$ cat src/rtl/hazard_scoreboard_if.sv
// rtl/hazard_scoreboard_if.sv - issue/writeback/query bundle between decode and hazard scoreboard
//
// Purpose: groups the decode-facing signals of the hazard scoreboard.
// Ports (as seen by the scoreboard, slave modport):
//   issue_valid, issue_rd[4:0], issue_wen, issue_csr  in   instruction issuing this cycle
//   wb_valid, wb_rd[4:0], wb_csr                      in   writes retiring this cycle
//   flush                                             in   discard all in-flight writes
//   rs1[4:0], rs2[4:0]                                in   source GPRs of decode instruction
//   bubble1, bubble2, bubble3                         out  rs1 / rs2 / CSR hazard
//   issue_ready, pending_any, err_underflow           out  issue accept, any in flight, sticky error
interface hazard_scoreboard_if;
    logic       issue_valid;
    logic [4:0] issue_rd;
    logic       issue_wen;
    logic       issue_csr;
    logic       wb_valid;
    logic [4:0] wb_rd;
    logic       wb_csr;
    logic       flush;
    logic [4:0] rs1;
    logic [4:0] rs2;
    logic       bubble1;
    logic       bubble2;
    logic       bubble3;
    logic       issue_ready;
    logic       pending_any;
    logic       err_underflow;

    modport master (
        output issue_valid, issue_rd, issue_wen, issue_csr,
        output wb_valid, wb_rd, wb_csr, flush, rs1, rs2,
        input  bubble1, bubble2, bubble3, issue_ready, pending_any, err_underflow
    );

    modport slave (
        input  issue_valid, issue_rd, issue_wen, issue_csr,
        input  wb_valid, wb_rd, wb_csr, flush, rs1, rs2,
        output bubble1, bubble2, bubble3, issue_ready, pending_any, err_underflow
    );
endinterface

$ cat src/rtl/hazard_scoreboard.sv
// rtl/hazard_scoreboard.sv - per-GPR and CSR pending-write counters producing decode hazard bubbles
//
// Purpose: tracks in-flight register writes (up to MAXP per GPR x1..x31 and for the CSR
// file), flags read-after-write hazards for the decode stage with same-cycle writeback
// bypass, and back-pressures issue when a target counter is saturated.
// Ports:
//   clk    in  single clock, rising edge
//   reset  in  synchronous, active-low
//   sb     hazard_scoreboard_if.slave (see interface file for signal list)
module hazard_scoreboard #(
    parameter int MAXP = 3
) (
    input logic                clk,
    input logic                reset,
    hazard_scoreboard_if.slave sb
);
    localparam int CW = $clog2(MAXP + 1);
    localparam logic [CW-1:0] CMAX = CW'(MAXP);
    localparam logic [CW-1:0] ONE  = CW'(1);

    // Entry 0 exists only so rd/rs indices need no range guard; it is held at zero.
    logic [CW-1:0] cnt [32];
    logic [CW-1:0] csr_cnt;
    logic          err_q;

    logic          gpr_full, csr_full, ready, fire;
    logic          gpr_inc, csr_inc, wb_hit1, wb_hit2, any;
    logic [31:0]   inc_vec, ret_vec;

    always_comb begin
        // A saturated target may still accept when its own retire frees a slot this cycle.
        gpr_full = sb.issue_wen && (sb.issue_rd != 5'd0) && (cnt[sb.issue_rd] == CMAX)
                   && !(sb.wb_valid && (sb.wb_rd == sb.issue_rd));
        csr_full = sb.issue_csr && (csr_cnt == CMAX) && !sb.wb_csr;
        ready    = !(gpr_full || csr_full);
        fire     = sb.issue_valid && ready && !sb.flush;
        gpr_inc  = fire && sb.issue_wen && (sb.issue_rd != 5'd0);
        csr_inc  = fire && sb.issue_csr;

        inc_vec = '0;
        ret_vec = '0;
        for (int r = 1; r < 32; r++) begin
            inc_vec[r] = gpr_inc && (sb.issue_rd == 5'(r));
            ret_vec[r] = sb.wb_valid && (sb.wb_rd == 5'(r));
        end

        wb_hit1 = sb.wb_valid && (sb.wb_rd == sb.rs1);
        wb_hit2 = sb.wb_valid && (sb.wb_rd == sb.rs2);

        any = (csr_cnt != '0);
        for (int r = 1; r < 32; r++) begin
            any = any || (cnt[r] != '0);
        end
    end

    // cnt - hit > 0 is the same as cnt > hit, which avoids an underflowing subtraction.
    assign sb.bubble1       = (sb.rs1 != 5'd0) && (cnt[sb.rs1] > (wb_hit1 ? ONE : '0));
    assign sb.bubble2       = (sb.rs2 != 5'd0) && (cnt[sb.rs2] > (wb_hit2 ? ONE : '0));
    assign sb.bubble3       = csr_cnt > (sb.wb_csr ? ONE : '0);
    assign sb.issue_ready   = ready;
    assign sb.pending_any   = any;
    assign sb.err_underflow = err_q;

    always_ff @(posedge clk) begin
        if (!reset) begin
            for (int r = 0; r < 32; r++) cnt[r] <= '0;
            csr_cnt <= '0;
            err_q   <= 1'b0;
        end else if (sb.flush) begin
            for (int r = 0; r < 32; r++) cnt[r] <= '0;
            csr_cnt <= '0;
        end else begin
            // Issue and retire hitting the same counter cancel out and leave it unchanged.
            for (int r = 1; r < 32; r++) begin
                if (inc_vec[r] && !ret_vec[r] && (cnt[r] != CMAX))
                    cnt[r] <= cnt[r] + ONE;
                else if (ret_vec[r] && !inc_vec[r] && (cnt[r] != '0))
                    cnt[r] <= cnt[r] - ONE;
            end
            if (csr_inc && !sb.wb_csr && (csr_cnt != CMAX))
                csr_cnt <= csr_cnt + ONE;
            else if (sb.wb_csr && !csr_inc && (csr_cnt != '0))
                csr_cnt <= csr_cnt - ONE;

            if ((sb.wb_valid && (sb.wb_rd != 5'd0) && (cnt[sb.wb_rd] == '0)) ||
                (sb.wb_csr && (csr_cnt == '0)))
                err_q <= 1'b1;
        end
    end
endmodule

$ cat src/flat_wrapper.sv
// flat-port wrapper written by rule: the top's interface ports become plain ports
module hazard_scoreboard_flat 
#(
    parameter int MAXP = 3
)
  (clk, reset, sb_issue_valid, sb_issue_rd, sb_issue_wen, sb_issue_csr, sb_wb_valid, sb_wb_rd, sb_wb_csr, sb_flush, sb_rs1, sb_rs2, sb_bubble1, sb_bubble2, sb_bubble3, sb_issue_ready, sb_pending_any, sb_err_underflow);
  hazard_scoreboard_if sb_i ();
  input logic clk;
  input logic reset;
  input wire logic [$bits(sb_i.issue_valid)-1:0] sb_issue_valid;
  input wire logic [$bits(sb_i.issue_rd)-1:0] sb_issue_rd;
  input wire logic [$bits(sb_i.issue_wen)-1:0] sb_issue_wen;
  input wire logic [$bits(sb_i.issue_csr)-1:0] sb_issue_csr;
  input wire logic [$bits(sb_i.wb_valid)-1:0] sb_wb_valid;
  input wire logic [$bits(sb_i.wb_rd)-1:0] sb_wb_rd;
  input wire logic [$bits(sb_i.wb_csr)-1:0] sb_wb_csr;
  input wire logic [$bits(sb_i.flush)-1:0] sb_flush;
  input wire logic [$bits(sb_i.rs1)-1:0] sb_rs1;
  input wire logic [$bits(sb_i.rs2)-1:0] sb_rs2;
  output wire logic [$bits(sb_i.bubble1)-1:0] sb_bubble1;
  output wire logic [$bits(sb_i.bubble2)-1:0] sb_bubble2;
  output wire logic [$bits(sb_i.bubble3)-1:0] sb_bubble3;
  output wire logic [$bits(sb_i.issue_ready)-1:0] sb_issue_ready;
  output wire logic [$bits(sb_i.pending_any)-1:0] sb_pending_any;
  output wire logic [$bits(sb_i.err_underflow)-1:0] sb_err_underflow;
  assign sb_i.issue_valid = sb_issue_valid;
  assign sb_i.issue_rd = sb_issue_rd;
  assign sb_i.issue_wen = sb_issue_wen;
  assign sb_i.issue_csr = sb_issue_csr;
  assign sb_i.wb_valid = sb_wb_valid;
  assign sb_i.wb_rd = sb_wb_rd;
  assign sb_i.wb_csr = sb_wb_csr;
  assign sb_i.flush = sb_flush;
  assign sb_i.rs1 = sb_rs1;
  assign sb_i.rs2 = sb_rs2;
  assign sb_bubble1 = sb_i.bubble1;
  assign sb_bubble2 = sb_i.bubble2;
  assign sb_bubble3 = sb_i.bubble3;
  assign sb_issue_ready = sb_i.issue_ready;
  assign sb_pending_any = sb_i.pending_any;
  assign sb_err_underflow = sb_i.err_underflow;
  hazard_scoreboard #(.MAXP(MAXP)) u_core (.clk(clk), .reset(reset), .sb(sb_i));
endmodule
$ cat config.mk
export PLATFORM = sky130hd
export DESIGN_NAME = hazard_scoreboard_flat
export DESIGN_NICKNAME = d
export VERILOG_FILES = /design/src/rtl/hazard_scoreboard_if.sv /design/src/rtl/hazard_scoreboard.sv /design/src/flat_wrapper.sv
export SDC_FILE = /design/constraint.sdc
export NUM_CORES = 1
export LEC_CHECK = 0
export CELL_PAD_IN_SITES_DETAIL_PLACEMENT = 1
export CELL_PAD_IN_SITES_GLOBAL_PLACEMENT = 2
export CORE_UTILIZATION = 40
export DETAILED_ROUTE_END_ITERATION = 12
export GPL_TIMING_DRIVEN = 0
export HOLD_SLACK_MARGIN = 0.08
export PLACE_DENSITY_LB_ADDON = 0.1
export SLEW_MARGIN = 40
export SYNTH_ARGS = -nofsm -noshare
export SYNTH_HDL_FRONTEND = slang
export SYNTH_SLANG_ARGS = --single-unit
$ cat constraint.sdc
create_clock -name clk -period 7.35 [get_ports clk]
set_clock_uncertainty 0.05 [all_clocks]
set_input_delay 1.8375 -clock clk [delete_from_list [all_inputs] [get_ports clk]]
set_output_delay 1.8375 -clock clk [all_outputs]
set_load 0.02 [all_outputs]
==> metrics.csv <==
metric,value,unit
DRT Pass-1 Iters,5,
clk buf depth,2,
Total GRT Usage,33.3,%
Post-Synth XOR/XNOR Area,3.37,%
worst hold endpoint,u_core.csr_cnt[0],
clock root buffer master,clkbuf_16,
final setup TNS,0,ns
final setup fails,0,
complex-gate fraction of the synthesized area,18.3,%
Max Cap Viol,0,
Worst EP required,5.46,ns
first-pass GRT wire length,43800,um
initial antenna violation count,0,
Mean Syn Cell Area,9.43,sq um
largest net degree at the start of global routing,11,
Hold Crit Class,reg2reg,
min Tclk post-route,7.26,ns
post-synth top area cell,edfxtp_1,
Clock Latency Late Sink,0.35,ns
ratio of cells with drive above 1 in the final layout,12.2,%
Pwr Density,149,mW/mm^2
Lkg Pwr,2.74,nW
htree depth,3,
Yosys cell types,61,
Critical R2R Capture,u_core.cnt[16][0],
syn_nets,809,
ranking of synthesized cells by area,"edfxtp_1 (27%), mux4_2 (13%), ha_1 (6.6%), a21oi_1 (4.2%), mux2i_1 (4.0%)",
antenna fix cells,0,
Yosys warning total,0,
simple-gate share of the synthesized area,18.1,%
grt total ovfl,0,
Slew Limit Fails,0,
#FFs+latches synth,65,
Clock Sinks,65,
site row count,48,
r2r setup slk,3.88,ns
Vias per Instance,6.84,
Final Cycle Share,98.7,%
IO Port Bufs,24,
Detail Route Antenna Nets,0,
arrival time worst endpoint,5.37,ns
Die Ht,134,um
area of the mapped netlist,0.00702,sq mm
"Seq/Total Area, Yosys",27.4,%
FMAX,138,MHz
top cell type's share of synthesized area,26.5,%
RSZ-0062 raised after global routing,no,
maximum vdd drop,0.118,mV
Hold Crit Start,u_core.csr_cnt[0],
Synth-to-Final Area Change,12.2,%
"Async S/R FF share, synth",0,%
Reg area,0.00192,sq mm
"Hold Vio Cnt, Final",0,
placer congestion estimate,0.955,
main combinational cell family by area after synthesis,multiplexers,
maximum fanout along the worst path,10,
Final nets,844,
clock slew at reported path FFs,0.06,ns
hold path depth,2,
num ports,34,
Initial Util,40.7,%
crit end category,output port,
ys flop type,edfxtp_1,
vias in the first global route,6919,
adder-cell share of the synthesized area,6.60,%
mux contribution to synthesized area,20.8,%
RR Startpoint,u_core.cnt[18][0],
Die W,134,um
drt wl/cell,28.9,um
drt drc,0,
HPWL Detailed,22400,um
Slew headroom,40.4,%
DR iter-0 viols,816,
final setup margin,0.0935,ns
core area,0.0172,sq mm
footprint of the multi-input gates,0.00474,sq mm
CP Class,in2out,
Post-Route WL,29200,um
Num CTS Buffers,9,
worst-margin pin slew,0.892,ns
status,completed,
vias,6906,
critical path startpoint category,primary input,
pre-CTS setup slack,-0.359,ns
Filler cells,1983,
CTS tree,yes,
Die ar.,0.0181,sq mm
Critical path origin,sb_issue_rd[3],
number of synthesized flops with an enable pin,62,
Post-Synthesis Cells,744,
post-CTS setup buffers,0,
worst r2r path cells,9,
per-layer routing:
metal | wire length [um] | share of wire [%] | track usage, %
met5 | 0 | 0 | 0
met4 | 1240 | 4.3 | 14.9
met3 | 2440 | 8.4 | 5.10
met2 | 13200 | 45 | 51.6
met1 | 12300 | 42 | 46.0
power by group:
| part | internal (mW) | leakage (nW) | switching (mW) | total (mW) |
|---|---|---|---|---|
| Clock | 0.259 | 0.136 | 0.182 | 0.441 |
| Sequential | 0.421 | 0.716 | 0.0346 | 0.456 |
| Combinational | 0.109 | 1.89 | 0.164 | 0.272 |
registers in the layout (all words and copies together) (netlist names):
register                 flops
u_core.cnt                  62
u_core.csr_cnt               2
u_core.sb.err_underflow      1
final cells by class:
class | count | share of cell area, %
buffer | 48 | 3.23
clock buffer | 11 | 2.96
sequential | 65 | 24.4
inverter | 41 | 1.96
tap | 225 | 3.58
multi-input combinational | 590 | 60.2
clock inverter | 5 | 0.588
timing repair buffer | 24 | 3.08
cell usage after synthesis (all sizes together), types with 3 or more instances:
cell type,instances
o31ai,18
and3,9
nor4,14
a21oi,59
clkbuf,29
nand3,32
xnor2,17
nor2b,12
nor3,27
a2111oi,10
mux2i,28
mux4,48
nand2b,6
and2,6
edfxtp,62
o21ai,34
o22ai,7
nand2,73
mux2,6
o211ai,24
ha,37
buf,19
a211oi,4
nor2,59
o21a,3
xor2,10
or3,6
dfxtp,3
inv,41
nand4,11
a31oi,3
layout by cell type, fill, tap and decap left out, types with 6 or more instances in the layout:
| master | netlist | routed |
|---|---|---|
| or3_1 | 6 | 6 |
| nor3_1 | 26 | 25 |
| o211ai_1 | 24 | 24 |
| a21oi_1 | 59 | 59 |
| mux4_2 | 40 | 40 |
| xnor2_1 | 17 | 17 |
| nor2_1 | 59 | 58 |
| nand2_1 | 73 | 73 |
| and3_1 | 9 | 9 |
| nor2b_1 | 12 | 12 |
| a2111oi_0 | 10 | 8 |
| clkbuf_16 | 0 | 9 |
| clkbuf_1 | 29 | 29 |
| buf_2 | 9 | 7 |
| o21ai_0 | 34 | 34 |
| nand3_1 | 32 | 32 |
| o31ai_4 | 10 | 10 |
| edfxtp_1 | 62 | 62 |
| o31ai_1 | 8 | 8 |
| ha_1 | 37 | 37 |
| nand2b_1 | 6 | 6 |
| nand4_1 | 11 | 11 |
| clkdlybuf4s50_1 | 0 | 23 |
| o22ai_1 | 7 | 7 |
| xor2_1 | 10 | 10 |
| mux2_2 | 6 | 6 |
| mux2i_1 | 28 | 28 |
| inv_1 | 40 | 40 |
| mux4_1 | 8 | 8 |
| nor4_1 | 14 | 13 |
timing repair:
item                                    4_1_cts  5_1_grt
gates resized for setup                       5       11
hold buffers                                  0        0
endpoints found under the setup margin        3        3
worst max path at each step:
stage,to,slack [ns]
after floorplan,sb_bubble1,0.96
after global placement,sb_bubble1,-0.61
after detailed placement,sb_bubble2,-0.36
after CTS,sb_bubble2,0.02
after global routing,sb_bubble2,0.01
final,sb_issue_ready,0.09
logic make-up after synthesis:
kind of cell             Yosys count
AND/OR/NAND/NOR                  264
AO/OA/AOI/OAI                    180
buffers and inverters             89
multiplexers                      82
flip-flops                        65
adder cells (fa/ha/maj)           37
XOR/XNOR                          27
stage by stage:
stage | instance area [sq um] | utilization (%) | hold WS (ns) | std cells | power (mW)
5_1_grt | 7870 | 45.7 | 0.550 | 1009 | 1.20
3_5_place_dp | 7540 | 43.8 | 0.486 | 993 | 0.723
3_3_place_gp | 7540 | 43.7 | 0.453 | 993 | 0.713
6_report | 7870 | 45.7 | 0.498 | 1009 | 1.17
2_1_floorplan | 7020 | - | 0.428 | 744 | 0.615
4_1_cts | 7830 | 45.4 | 0.496 | 1009 | 1.16
worst max-delay path, stage by stage:
cell	delay (ns)
clkdlybuf4s50_1	0.56
buf_2	0.33
mux2_2	0.38
o2bb2ai_1	0.13
a2111oi_2	0.45
nor4_2	0.14
or3_1	0.34
buf_6	0.15
inv_2	0.09
buf_2	0.29
clkdlybuf4s50_1	0.66
(Power assumes the default switching activity.)
